## src/rtl/synapse_table.sv

```systemverilog
// Associative neuron->weight store: 1-cycle registered lookup over valid/ready, STDP read-modify-write.
// rd_ready drops only while a response is held unconsumed; SYNAPSE_SAT_EN clamps STDP results and adds sat_seen.
module synapse_table #(
  parameter int NEURON_W = 7,
  parameter int WEIGHT_W = 8,
  parameter int DEPTH    = 16,
  parameter int DELTA_W  = 4,
  localparam int IDX_W   = $clog2(DEPTH)
) (
  input  logic                clk,
  input  logic                rst,
  input  logic                kill,
  input  logic                cfg_valid,
  input  logic [IDX_W-1:0]    cfg_idx,
  input  logic [NEURON_W-1:0] cfg_tag,
  input  logic [WEIGHT_W-1:0] cfg_weight,
  input  logic                rd_valid,
  output logic                rd_ready,
  input  logic [NEURON_W-1:0] rd_neuron,
  output logic                out_valid,
  input  logic                out_ready,
  output logic                out_hit,
  output logic [WEIGHT_W-1:0] out_weight,
  input  logic                stdp_valid,
  input  logic [NEURON_W-1:0] stdp_neuron,
  input  logic [DELTA_W-1:0]  stdp_delta,
  output logic                stdp_miss
`ifdef SYNAPSE_SAT_EN
  ,
  output logic                sat_seen
`endif
);

  typedef struct packed {
    logic                vld;
    logic [NEURON_W-1:0] tag;
    logic [WEIGHT_W-1:0] wt;
  } entry_t;

  entry_t tbl_q [DEPTH];

  logic                rd_hit, st_hit;
  logic [IDX_W-1:0]    rd_idx, st_idx;
  logic                cfg_ok, rd_acc, stdp_apply;
  logic [WEIGHT_W-1:0] st_new;

  logic                out_valid_q, out_valid_d;
  logic                out_hit_q, out_hit_d;
  logic [WEIGHT_W-1:0] out_weight_q, out_weight_d;
  logic                stdp_miss_q, stdp_miss_d;

  // Scan high to low so the lowest matching index is the one left standing.
  always_comb begin
    rd_hit = 1'b0;
    rd_idx = '0;
    st_hit = 1'b0;
    st_idx = '0;
    for (int i = DEPTH - 1; i >= 0; i--) begin
      if (tbl_q[i].vld && tbl_q[i].tag == rd_neuron) begin
        rd_hit = 1'b1;
        rd_idx = IDX_W'(i);
      end
      if (tbl_q[i].vld && tbl_q[i].tag == stdp_neuron) begin
        st_hit = 1'b1;
        st_idx = IDX_W'(i);
      end
    end
  end

`ifdef SYNAPSE_SAT_EN
  localparam int SUM_W = WEIGHT_W + 2;
  logic [SUM_W-1:0] st_sum;
  logic             st_clamp;
  logic             sat_seen_q;

  always_comb begin
    st_sum   = {2'b00, tbl_q[st_idx].wt}
             + {{(SUM_W - DELTA_W){stdp_delta[DELTA_W-1]}}, stdp_delta};
    st_clamp = 1'b1;
    if (st_sum[SUM_W-1])       st_new = '0;
    else if (st_sum[WEIGHT_W]) st_new = '1;
    else begin
      st_new   = st_sum[WEIGHT_W-1:0];
      st_clamp = 1'b0;
    end
  end

  always_ff @(posedge clk) begin
    if (rst || kill)                 sat_seen_q <= 1'b0;
    else if (stdp_apply && st_clamp) sat_seen_q <= 1'b1;
  end

  assign sat_seen = sat_seen_q;
`else
  // Wrapping result: bits above WEIGHT_W would be dropped, so add at native width.
  assign st_new = tbl_q[st_idx].wt
                + {{(WEIGHT_W - DELTA_W){stdp_delta[DELTA_W-1]}}, stdp_delta};
`endif

  assign cfg_ok     = cfg_valid && (32'(cfg_idx) < DEPTH);
  assign stdp_apply = stdp_valid && st_hit && !kill && !(cfg_ok && cfg_idx == st_idx);

  always_ff @(posedge clk) begin
    if (rst) begin
      for (int i = 0; i < DEPTH; i++) tbl_q[i] <= '0;
    end else begin
      for (int i = 0; i < DEPTH; i++) begin
        if (kill)
          tbl_q[i].vld <= 1'b0;
        else if (cfg_ok && cfg_idx == IDX_W'(i))
          tbl_q[i] <= {1'b1, cfg_tag, cfg_weight};
        else if (stdp_apply && st_idx == IDX_W'(i))
          tbl_q[i].wt <= st_new;
      end
    end
  end

  assign rd_ready = !out_valid_q || out_ready;
  assign rd_acc   = rd_valid && rd_ready;

  always_comb begin
    out_valid_d  = out_valid_q;
    out_hit_d    = out_hit_q;
    out_weight_d = out_weight_q;
    if (rd_acc) begin
      out_valid_d  = 1'b1;
      out_hit_d    = rd_hit;
      out_weight_d = rd_hit ? tbl_q[rd_idx].wt : '0;
    end else if (out_ready) begin
      out_valid_d  = 1'b0;
    end
    stdp_miss_d = stdp_valid && !stdp_apply;
  end

  always_ff @(posedge clk) begin
    if (rst) begin
      out_valid_q  <= 1'b0;
      out_hit_q    <= 1'b0;
      out_weight_q <= '0;
      stdp_miss_q  <= 1'b0;
    end else begin
      out_valid_q  <= out_valid_d;
      out_hit_q    <= out_hit_d;
      out_weight_q <= out_weight_d;
      stdp_miss_q  <= stdp_miss_d;
    end
  end

  assign out_valid  = out_valid_q;
  assign out_hit    = out_hit_q;
  assign out_weight = out_weight_q;
  assign stdp_miss  = stdp_miss_q;

endmodule

```

## config.mk

```make
export PLATFORM = sky130hd
export DESIGN_NAME = synapse_table
export DESIGN_NICKNAME = d
export VERILOG_FILES = /design/src/rtl/synapse_table.sv
export SDC_FILE = /design/constraint.sdc
export NUM_CORES = 1
export LEC_CHECK = 0
export BUFFER_PORTS_ARGS = -buffer_cell sky130_fd_sc_hd__buf_2
export CAP_MARGIN = 10
export CELL_PAD_IN_SITES_DETAIL_PLACEMENT = 1
export CELL_PAD_IN_SITES_GLOBAL_PLACEMENT = 1
export CORE_UTILIZATION = 40
export CTS_CLUSTER_DIAMETER = 120
export DETAILED_ROUTE_END_ITERATION = 7
export HOLD_SLACK_MARGIN = 0.03
export PLACE_DENSITY = 0.77
export SLEW_MARGIN = 30
export SYNTH_ARGS = -nofsm -noshare
export SYNTH_HDL_FRONTEND = slang
export SYNTH_SLANG_ARGS = --single-unit
```

## constraint.sdc

```tcl
create_clock -name clk -period 15.81 [get_ports clk]
set_input_delay 0.7905 -clock clk [delete_from_list [all_inputs] [get_ports clk]]
set_output_delay 0.7905 -clock clk [all_outputs]
set_load 0.05 [all_outputs]
```

==> flow_metrics.env <==
export IMPL_outcome="finished, final reports clean"
export IMPL_ys_seq_area_frac=0.469
export IMPL_cts_resized=0
export IMPL_syn_area_per_cell_um2=10.1
export IMPL_syn_num_nets=1723
export IMPL_hold_ws_ns=0.447
export IMPL_critPathMaxFanout=41
export IMPL_ant_nets=0
export IMPL_path_class="in2reg"
export IMPL_cap_violations=0
export IMPL_drive_gt1_frac=0.120
export IMPL_root_buffer="clkbuf_16"
export IMPL_crit_buf_inv=3
export IMPL_yosys_warnings=0
export IMPL_antenna_found_initial=1
export IMPL_rsz0062_at_grt="false"
export IMPL_p_leak_nw=6.18
export IMPL_fmax_ghz=0.137
export IMPL_internal_power_mw=1.35
export IMPL_clk_pin_slew_ns=0.06
export IMPL_pwr_share_comb=0.155
export IMPL_drt_iter0_drc=1452
export IMPL_globalplace_congestion=0.974
export IMPL_crit_family="compound AO/OA/AOI/OAI gates"
export IMPL_io_buffer_count=55
export IMPL_nNetsFinal=1718
export IMPL_final_common_cell="edfxtp_1"
export IMPL_multi_input_area_um2=8360
export IMPL_die_h_um=207
export IMPL_seq_area_um2=7910
export IMPL_grt_pass1_vias=14415
export IMPL_ys_seq_elements=267
export IMPL_clkPwrFrac=0.387
export IMPL_synth_ff_type="edfxtp_1"
export IMPL_synthArstFlopShare=0
export IMPL_swShare=0.285
export IMPL_cpMostUsedCell="a21oi_1"
export IMPL_wl_mm=62.5
export IMPL_fillers=4536
export IMPL_ioPinCount=56
export IMPL_via_count=14006
export IMPL_tns_ns=0
export IMPL_slew_headroom=0.280
export IMPL_die_area_um2=43000
export IMPL_hp_class="reg2reg"
export IMPL_antenna_cells=0
export IMPL_final_cell_mix="256 x edfxtp_1, 196 x nor2_1, 190 x nand2_1"
export IMPL_ir_drop_v=0.0000890
export IMPL_cts_hold_buf=0
export IMPL_critPathArrivalTime_ns=7.54
export IMPL_maxSlewViolCount=0
export IMPL_layout_min_cycle_time_ns=7.28
export IMPL_viasPerCell=6.31
export IMPL_drc=0
export IMPL_numCtsBuffers=29
export IMPL_critPathLaunchType="input port"
export IMPL_tightest_slew_ns=1.08
export IMPL_crit_path_top_delay_cell="xnor2_2"
export IMPL_firstDrtPassIters=7
export IMPL_seqPwrFrac=0.458
export IMPL_setup_viol=0
export IMPL_initial_utilization=0.409
export IMPL_syn_to_final_growth_pct=9.10
export IMPL_hold_viol_final=0
export IMPL_post_cts_setup_buffers=0
export IMPL_postLayoutCoreUtil=0.447
export IMPL_overflow=0
export IMPL_crit_required_ns=16.07
export IMPL_finalPower_mw=1.88
export IMPL_wl_per_cell_um=28.2
export IMPL_syn_area_um2=16900
export IMPL_tritoncts="yes"
export IMPL_core_um2=41200
export IMPL_dp_hpwl_mm=44.9
export IMPL_dieWidth_um=207
export IMPL_track_usage=0.286
export IMPL_htreeDepth=1
export IMPL_syn_inst=1670
export IMPL_synth_enable_flop_cells=256
export IMPL_cts_buffer_depth=3
export IMPL_cts_num_sinks=267
export IMPL_end_kind="flip-flop"
export IMPL_fin_worst_skew_ns=0.0118
export IMPL_max_stage_delay_ns=0.87
export IMPL_clock_latency_ns=0.57
export IMPL_dpl_cell_count=2166
export IMPL_rows=74
export IMPL_crit_chain="buf_2 > xor2_1 > nor4_2 > and4_1 > or3_1 > a211oi_4 > nor2_4 > buf_4 > nand2_1 > buf_4 > nand2_1 > a31oi_1 > o22ai_1 > a211oi_1 > ha_1 > a21o_1 > a21oi_1 > o21bai_1 > a21oi_1 > o21bai_1 > a21oi_1 > xnor2_1 > xnor2_2 > a211oi_1"
export IMPL_synth_distinct_cells=75
export IMPL_fin_cells=2218
export IMPL_finalCritPeriodShare=0.460
export IMPL_grt_max_degree=88
export IMPL_grt_pass1_wl_mm=92.8
export IMPL_pwr_density_cell_nw_per_um2=102
export IMPL_switching_power_mw=0.536
## registers in the layout, summed over array words and instances, names as in the netlist
register    flops
tbl_q         256
out_weight      8
out_hit         1
out_valid       1
stdp_miss       1
## path summary, 6_finish.rpt
check | from | to | slack, ns | cells after the start
hold reg to reg | out_weight[0]$_SDFFE_PP0P_ | out_weight[0]$_SDFFE_PP0P_ | 0.45 | 2
setup reg to reg | tbl_q[2][13]$_SDFFCE_PN0P_ | tbl_q[10][7]$_SDFFCE_PP0P_ | 8.79 | 23
setup / recovery | stdp_neuron[0] | tbl_q[10][7]$_SDFFCE_PP0P_ | 8.53 | 24
hold / removal | out_weight[0]$_SDFFE_PP0P_ | out_weight[0]$_SDFFE_PP0P_ | 0.45 | 2
## Yosys cell counts, drive strengths merged, types with 35 or more instances
| cell type | count | area, µm² |
|---|---|---|
| nand4 | 56 | 357 |
| mux2 | 35 | 394 |
| clkbuf | 51 | 191 |
| xnor2 | 133 | 1170 |
| a21oi | 44 | 224 |
| edfxtp | 256 | 7690 |
| nor2 | 198 | 746 |
| xor2 | 105 | 927 |
| mux2i | 78 | 781 |
| o21ai | 112 | 598 |
| nand2 | 192 | 723 |
| buf | 54 | 362 |
## cell families after synthesis
kind of cell,share of synthesized area
XOR/XNOR,0.124
multiplexers,0.0697
buffers and inverters,0.0384
AO/OA/AOI/OAI,0.109
AND/OR/NAND/NOR,0.183
flip-flops,0.469
adder cells (fa/ha/maj),0.00712
## routing by layer
| layer | vias up | routed length (µm) | track usage |
|---|---|---|---|
| li1 | 6043 | - | - |
| met1 | 7062 | 25200 | 0.378 |
| met2 | 742 | 29100 | 0.472 |
| met3 | 159 | 5790 | 0.0434 |
| met4 | 0 | 2400 | 0.111 |
| met5 | - | 0 | 0 |
## area by class of cell
class,instances,area share
clock buffers,34,0.0405
clock inverters,18,0.0135
inverters,25,0.00510
multi-input cells,1273,0.454
flip-flops and latches,267,0.430
well taps,532,0.0362
repair buffers,69,0.0208
## worst min-delay path, stage by stage (launching register included)
cell,delay [ns]
dfxtp_1,0.32
nand2_1,0.04
o21ai_0,0.05
## power groups by stage
stage	sequential (mW)	clock [mW]	combinational, mW
6_report	0.862	0.729	0.291
5_1_grt	0.865	0.754	0.305
4_1_cts	0.860	0.733	0.283
3_5_place_dp	0.875	0	0.282
3_3_place_gp	0.873	0	0.269
2_1_floorplan	0.860	0	0.185
## metrics by stage
stage / worst slack (ns) / cell area, µm²
final: 8.53 / 18400
after global routing: 8.11 / 18400
after CTS: 8.78 / 18400
after detailed placement: 8.20 / 17400
after global placement: 8.61 / 17400
after floorplan: 10.09 / 16900
No activity file was read; power rests on OpenSTA's default activity.
